## src/rtl/mips_regfile_pkg.sv

```systemverilog
// Shared constants for the MIPS register file and the
// destination-select stage.
package mips_regfile_pkg;
  localparam int DATA_WIDTH_DEF = 32;
  localparam int ADDR_WIDTH_DEF = 5;
  localparam logic [4:0] REG_ZERO = 5'd0;
  localparam logic [4:0] REG_RA = 5'd31;
endpackage

```

## src/rtl/reg_scoreboard.sv

```systemverilog
// Pending-write scoreboard: busy bits, set/clear priority,
// write-back-aware hazard lookups and busy popcount.
module reg_scoreboard
  import mips_regfile_pkg::*;
#(
  parameter int ADDR_WIDTH = ADDR_WIDTH_DEF,
  parameter int NUM_REGS = 2 ** ADDR_WIDTH
) (
  input  logic                  clk,
  input  logic                  rst,
  input  logic                  wb_en,
  input  logic [ADDR_WIDTH-1:0] wb_dest,
  input  logic                  set_en,
  input  logic [ADDR_WIDTH-1:0] set_dest,
  input  logic [ADDR_WIDTH-1:0] addr_a,
  input  logic [ADDR_WIDTH-1:0] addr_b,
  input  logic [ADDR_WIDTH-1:0] addr_c,
  output logic                  eff_a,
  output logic                  eff_b,
  output logic                  eff_c,
  output logic [ADDR_WIDTH:0]   busy_count
);
  localparam logic [ADDR_WIDTH-1:0] ZERO = ADDR_WIDTH'(REG_ZERO);

  logic [NUM_REGS-1:0] busy_q, busy_d;
  logic [ADDR_WIDTH:0] cnt_q, cnt_d;

  // A register being written back this cycle no longer blocks.
  always_comb begin
    eff_a = busy_q[addr_a] && !(wb_en && wb_dest == addr_a);
    eff_b = busy_q[addr_b] && !(wb_en && wb_dest == addr_b);
    eff_c = busy_q[addr_c] && !(wb_en && wb_dest == addr_c);
  end

  // Set is applied after clear so a same-cycle reissue stays busy.
  always_comb begin
    busy_d = busy_q;
    if (wb_en) busy_d[wb_dest] = 1'b0;
    if (set_en && set_dest != ZERO) busy_d[set_dest] = 1'b1;
    busy_d[0] = 1'b0;
    if (rst) busy_d = '0;
    cnt_d = '0;
    for (int i = 0; i < NUM_REGS; i++)
      cnt_d = cnt_d + (ADDR_WIDTH+1)'(busy_d[i]);
  end

  always_ff @(posedge clk) begin
    busy_q <= busy_d;
    cnt_q  <= cnt_d;
  end

  assign busy_count = cnt_q;
endmodule

```

## src/rtl/reg_bank_wb.sv

```systemverilog
// Register bank with write-back bypass and a pending-write
// scoreboard that stalls decode on RAW/WAW hazards.
module reg_bank_wb
  import mips_regfile_pkg::*;
#(
  parameter int DATA_WIDTH = DATA_WIDTH_DEF,
  parameter int ADDR_WIDTH = ADDR_WIDTH_DEF,
  parameter int NUM_REGS = 2 ** ADDR_WIDTH
) (
  input  logic                  clk,
  input  logic                  rst,
  input  logic [ADDR_WIDTH-1:0] rs_addr,
  input  logic [ADDR_WIDTH-1:0] rt_addr,
  output logic [DATA_WIDTH-1:0] rs_data,
  output logic [DATA_WIDTH-1:0] rt_data,
  input  logic                  issue_valid,
  input  logic                  issue_wr,
  input  logic [ADDR_WIDTH-1:0] issue_dest,
  output logic                  stall,
  input  logic                  wb_en,
  input  logic [ADDR_WIDTH-1:0] wb_dest,
  input  logic [DATA_WIDTH-1:0] wb_data,
  output logic [ADDR_WIDTH:0]   busy_count
);
  localparam logic [ADDR_WIDTH-1:0] ZERO = ADDR_WIDTH'(REG_ZERO);

  logic [DATA_WIDTH-1:0] regs_q [NUM_REGS];
  logic [DATA_WIDTH-1:0] regs_d [NUM_REGS];
  logic eff_rs, eff_rt, eff_dst;
  logic set_en;

  always_comb begin
    regs_d = regs_q;
    if (wb_en && wb_dest != ZERO) regs_d[wb_dest] = wb_data;
    if (rst)
      for (int i = 0; i < NUM_REGS; i++) regs_d[i] = '0;
  end

  always_ff @(posedge clk) begin
    regs_q <= regs_d;
  end

  always_comb begin
    rs_data = '0;
    rt_data = '0;
    if (rs_addr != ZERO)
      rs_data = (wb_en && wb_dest == rs_addr) ? wb_data : regs_q[rs_addr];
    if (rt_addr != ZERO)
      rt_data = (wb_en && wb_dest == rt_addr) ? wb_data : regs_q[rt_addr];
  end

  always_comb begin
    stall  = issue_valid && (eff_rs || eff_rt || (issue_wr && eff_dst));
    set_en = issue_valid && !stall && issue_wr;
  end

  reg_scoreboard #(
    .ADDR_WIDTH(ADDR_WIDTH),
    .NUM_REGS  (NUM_REGS)
  ) u_sb (
    .clk       (clk),
    .rst       (rst),
    .wb_en     (wb_en),
    .wb_dest   (wb_dest),
    .set_en    (set_en),
    .set_dest  (issue_dest),
    .addr_a    (rs_addr),
    .addr_b    (rt_addr),
    .addr_c    (issue_dest),
    .eff_a     (eff_rs),
    .eff_b     (eff_rt),
    .eff_c     (eff_dst),
    .busy_count(busy_count)
  );
endmodule
```

## config.mk

```make
export PLATFORM = sky130hd
export DESIGN_NAME = reg_bank_wb
export DESIGN_NICKNAME = d
export VERILOG_FILES = /design/src/rtl/mips_regfile_pkg.sv /design/src/rtl/reg_scoreboard.sv /design/src/rtl/reg_bank_wb.sv
export SDC_FILE = /design/constraint.sdc
export NUM_CORES = 2
export LEC_CHECK = 0
export BUFFER_PORTS_ARGS = -buffer_cell sky130_fd_sc_hd__buf_2
export CORE_ASPECT_RATIO = 0.75
export CORE_MARGIN = 3
export CORE_UTILIZATION = 51
export CTS_BUF_LIST = sky130_fd_sc_hd__clkbuf_2 sky130_fd_sc_hd__clkbuf_4 sky130_fd_sc_hd__clkbuf_8
export DETAILED_ROUTE_END_ITERATION = 10
export GPL_TIMING_DRIVEN = 0
export PLACE_DENSITY = 0.67
export SETUP_SLACK_MARGIN = 0.02
export SYNTH_ARGS = -nofsm -noshare
export SYNTH_HDL_FRONTEND = slang
export SYNTH_SLANG_ARGS = --single-unit
export TNS_END_PERCENT = 1
```

## constraint.sdc

```tcl
create_clock -name clk -period 19.45 [get_ports clk]
set_input_delay 5.835 -clock clk [delete_from_list [all_inputs] [get_ports clk]]
set_output_delay 5.835 -clock clk [all_outputs]
set_load 0.03 [all_outputs]
```

Word level (Yosys, flattened, before mapping). Cells that the tools add are included.

Output and inout bits: 71. Register bits: 1062. Word-level logic and storage cells: 135.

Add/subtract/negate cells: 31. Eq/ne operators: 3. Mux-type cells: 26. Magnitude comparators: 10. Bitwise operators: 6. Reduce and logical (&&, ||, !) cells: 25.

Operators with widths (number): bitwise mux 1024 bit (1); 2-to-1 mux 32 bit (12); binary-select mux 32 bit (select 5 bit) (2); adder 6 x 1 -> 6 bit (30); demux 32 bit (select 5 bit) (1); AND 32 bit (1); inverter 32 bit (1); OR 32 bit (1); < comparator 5 x 6 -> 1 bit (second input constant) (4); nonzero test 5 bit (4); >= comparator 6 bit (second input constant) (3); inverter 5 -> 6 bit (3); binary-select mux 1 bit (select 5 bit) (3); equality test 5 bit (3); logical AND 1 bit (15); demux 1 bit (select 5 bit) (2); >= comparator 5 x 1 -> 1 bit (second input constant) (2); < comparator 6 x 1 -> 1 bit (second input constant) (1); 2-to-1 mux 1 bit (5); zero test 1 bit (4); adder 1 x 1 -> 2 bit (1); logical OR 1 bit (2).

Longest topological paths before layout.
Depth in word-level cells: 44. Depth in mapped cells: 26. Mapped depth without buffers: 23.

Hierarchy. From an unflattened synthesis, not the netlist that was laid out.

Cells, all modules: 6659. Area, all modules: 56839.5 um^2.

Modules (own cells, without submodules): reg_bank_wb (seq. area each 20499.7 um^2, times used 1, area each 53570.1 um^2, cells each 6301); reg_scoreboard (seq. area each 740.7 um^2, times used 1, area each 3269.4 um^2, cells each 358).

Least setup slack after synthesis. OpenSTA, ideal clock, no wires.

Path kind: input to output. Start point: input port rt_addr[0]. End point: output port rt_data[11]. Required time: 13615 ps. Stages: 9. Data arrival time: 7957 ps. Slack: 5658 ps. Path through: buf_2 > buf_6 > buf_4 > buf_4 > mux4_2 > mux2i_1 > a211oi_1 > a21oi_1 > a211oi_1.

Cells in the longest elaborated chain, start to end: 6. Elaborated cells between the ends (all ways): 9. Those cells by class: eq/ne (1); mux (5); bitwise (1); reduce/logical (2).

RTL lines: start, declared (RTL line reg_bank_wb.sv:13) `input logic [ADDR_WIDTH-1:0] rt_addr,`; inverter 5 -> 6 bit (not written as such) (RTL line reg_bank_wb.sv:49) `rt_data = (wb_en && wb_dest == rt_addr) ? wb_data : regs_q[rt_addr];`; binary-select mux 32 bit (select 5 bit) (RTL line reg_bank_wb.sv:49); 2-to-1 mux 32 bit (not written as such) (2 in a row) (RTL line reg_bank_wb.sv:49); 2-to-1 mux 32 bit (RTL line reg_bank_wb.sv:49); 2-to-1 mux 32 bit * (RTL line reg_bank_wb.sv:48) `if (rt_addr != ZERO)`; end, declared (RTL line reg_bank_wb.sv:15) `output logic [DATA_WIDTH-1:0] rt_data,`.

Mark *: on every way between the ends. The rest lies on a longest branch, timed or not. The select of a mux whose other input is x is not followed.

Worst setup path in the final report.
Start point: input port rs_addr[2]. End point: output port rs_data[20].

Cells in the longest elaborated chain, start to end: 6. Elaborated cells between the ends (all ways): 9. Those cells by class: eq/ne (1); mux (5); bitwise (1); reduce/logical (2).

RTL lines: start, declared (RTL line reg_bank_wb.sv:12) `input logic [ADDR_WIDTH-1:0] rs_addr,`; inverter 5 -> 6 bit (not written as such) (RTL line reg_bank_wb.sv:47) `rs_data = (wb_en && wb_dest == rs_addr) ? wb_data : regs_q[rs_addr];`; binary-select mux 32 bit (select 5 bit) (RTL line reg_bank_wb.sv:47); 2-to-1 mux 32 bit (not written as such) (2 in a row) (RTL line reg_bank_wb.sv:47); 2-to-1 mux 32 bit (RTL line reg_bank_wb.sv:47); 2-to-1 mux 32 bit * (RTL line reg_bank_wb.sv:46) `if (rs_addr != ZERO)`; end, declared (RTL line reg_bank_wb.sv:14) `output logic [DATA_WIDTH-1:0] rs_data,`.

Marks and branches as above.

==> run_results.csv <==
group,metric,value,unit
status,status,"complete, but fails checks",
status,violations,"capacitance limit, slew limit",
worst_setup_path,worst_r2r_endpoint,"u_sb.busy_count[4]",
cts,h-tree-depth,4,
global_routing,grt_max_degree,17,
synthesis,avgSynthCellArea,8.69,um^2
place,preCtsSetupSlack,3030,ps
hold_path,holdCritPathClass,"reg2reg",
detailed_routing,via_per_inst,6.71,
die,dieArea,0.114,mm^2
cells_and_area,drive_gt1_frac,0.149,
timing,rsz0062_at_grt,"false",
synthesis,yosysUniqueCellTypes,54,
cells_and_area,regArea,0.0212,mm^2
synthesis,async_flop_share,0,
die,die_y,293,um
synthesis,synth_area,0.0560,mm^2
detailed_routing,drc,0,
worst_setup_path,r2r_start,"u_sb.busy_q[9]",
cts,cts_resized,0,
timing,tns,0,ps
hold_path,hold_end,"regs_q[798]",
cts,clock_latency,960,ps
timing,post-route-period-util,0.887,
power,powerDensity,81.3,mW/mm^2
cts,cts_tree,"yes",
power,p_leak,0.0206,uW
detailed_routing,drtPass1Iterations,9,
place,routabilityCongestion,1.13,
hold_path,min_delay_path_depth,2,
die,io_pins,128,
cts,clk_path_buf_depth,3,
synthesis,ys.flop_type,"dfxtp_1",
die,num_rows,104,
global_routing,grt_pass1_wl,391000,um
worst_setup_path,crit_type,"in2out",
synthesis,syn_nets,6526,
detailed_routing,ant_nets,0,
detailed_routing,drtIter0Drc,9535,
timing,setup_slack,2210,ps
worst_setup_path,end_kind,"primary output",
flow_run,cap_violations,6,
synthesis,syn-instance-count,6439,
cells_and_area,fin_area,0.0621,mm^2
timing,hold_viol_final,0,
timing,worst_pin_slew,1640,ps
place,dpl.hpwl,233000,um
detailed_routing,vias,55600,
cells_and_area,nNetsFinal,6793,
timing,finClkSkew,16.1,ps
cells_and_area,area_delta_synth_final,11.0,%
die,start_util,0.517,
cts,hold_buffers,0,
synthesis,ys_ff_latch,1061,
cells_and_area,fillers,9885,
synthesis,yosysSeqAreaShare,0.380,
cts,cts_root_buf,"clkbuf_8",
power,ir_worst_vdd,0.0000748,V
cts,numCtsBuffers,172,
global_routing,antenna_found_initial,35,
global_routing,track_usage,0.497,
worst_setup_path,worstPathArrival,11410,ps
die,coreArea,0.108,mm^2
place,io_buffer_count,82,
synthesis,synth_edf_count,0,
global_routing,grt_pass1_vias,50000,
place,placed_cell_area,0.0582,mm^2
timing,setup_violations,0,
cts,path_clk_slew,60,ps
timing,relSlewSlack,-0.0980,
worst_setup_path,reg2reg_slack,12060,ps
worst_setup_path,worstRegToRegCells,24,
detailed_routing,wl,291000,um
worst_setup_path,setup.worst_path.start_class,"primary input",
cts,cts_setup_buffers,0,
timing,period_minus_slack,17240,ps
worst_setup_path,cp.required,13610,ps
global_routing,gr-total-overflow,0,
cells_and_area,multi_input_area,0.0316,mm^2
synthesis,yosysWarnings,0,
cts,cts_sinks,1061,
detailed_routing,wl_per_cell,35.1,um
timing,drv_slew,85,
die,die_w,388,um
timing,max_freq,0.0580,GHz
worst_setup_path,worst-path-max-fanout,10,
hold_path,hp-start,"regs_q[798]",
==> logic make-up after synthesis <==
group | after synthesis | share of synthesized area
DFF | 1061 | 0.380
and+or+nand+nor | 2490 | 0.178
xor gates and xnor gates | 18 | 0.00282
buffers and inverters | 723 | 0.0554
muxes | 742 | 0.234
AOI/OAI and AO/OA | 1375 | 0.141
adders and majority gates | 30 | 0.00979
==> worst max-delay path, cell delays in order <==
cell	delay, ps
buf_2	260
nor2b_1	210
clkbuf_1	610
clkbuf_1	730
a221oi_1	1430
nand2_1	480
a31oi_1	290
nor3_1	80
nor3_1	1070
buf_2	370
==> sequential cells by signal (all words and copies together) (netlist names) <==
signal and count:
u_sb.busy_q 31, regs_q 1024, u_sb.busy_count 6
==> cell type report <==
type                            count  share of cell area
Multi-Input combinational cell   4655               0.509
Timing Repair Buffer               93             0.00792
Clock buffer                      255              0.0521
Clock inverter                     53             0.00987
Sequential cell                  1061               0.342
Tap cell                         1431              0.0288
Antenna cell                        9            0.000363
Inverter                           34             0.00205
Buffer                            689              0.0479
==> per-layer routing <==
| metal | global-route usage | wire, um |
|---|---|---|
| met1 | 0.639 | 110000 |
| met2 | 0.642 | 109000 |
| met3 | 0.339 | 58600 |
| met4 | 0.189 | 12700 |
| met5 | 0.0277 | 682 |
==> power breakdown <==
group	internal, uW	switching (uW)
Sequential	2190	13.5
Clock	1200	1050
Combinational	144	457
Total	3530	1520
==> Yosys cell counts, types with 31 or more instances <==
master       n  share of area
nor2b_1     37         0.0041
clkbuf_1   544          0.036
nand2_1   2104           0.14
a221oi_1   130          0.020
nand3_1     53         0.0047
nand3b_1    34         0.0046
buf_2       73         0.0065
a22oi_1     33         0.0044
a31oi_1     32         0.0036
inv_1       33         0.0022
buf_4       34         0.0046
nor3_1     106         0.0095
o21ai_1     31         0.0028
dfxtp_1   1061           0.38
a211oi_1    76          0.010
a21oi_1   1032          0.092
mux4_2     454           0.18
mux2i_1    286          0.051
nor2_1     104         0.0070
==> placed cells by master, fill, tap and decap left out, drive strengths merged, types with 9 or more instances in the layout <==
master     n
inv       46
mux4     454
o41ai      9
diode      9
dfxtp   1061
nor2     104
xor2      10
clkinv    29
nand3     53
clkbuf   813
a22oi     33
nor3     106
a21oi   1032
nand2   2104
nor2b     37
bufinv     9
and2      19
o21ai     39
a221oi   130
fa        23
nand3b    34
mux2i    286
o21a      10
buf      224
a211oi    76
a31oi     32
==> worst max-delay path by stage <==
stage                        endpoint  slack, ps  cells after the start       start
after floorplan           rt_data[11]       5660                      9  rt_addr[0]
after global placement    rs_data[15]       2990                     10  rs_addr[1]
after detailed placement  rs_data[15]       3030                     10  rs_addr[1]
after CTS                 rs_data[16]       3010                     10  rs_addr[1]
after global routing      rs_data[20]       2590                     10  rs_addr[1]
final                     rs_data[20]       2210                     10  rs_addr[2]
==> through the flow <==
step            util  std cells  hold slack (ps)  power (uW)
2_1_floorplan      -       6439              443        2560
3_3_place_gp   0.538       7952              448        2800
3_5_place_dp   0.538       7955              457        2810
4_1_cts        0.574       8263              465        4980
5_1_grt        0.574       8272              481        5110
6_report       0.574       8280              465        5050
(Power assumes the default switching activity.)
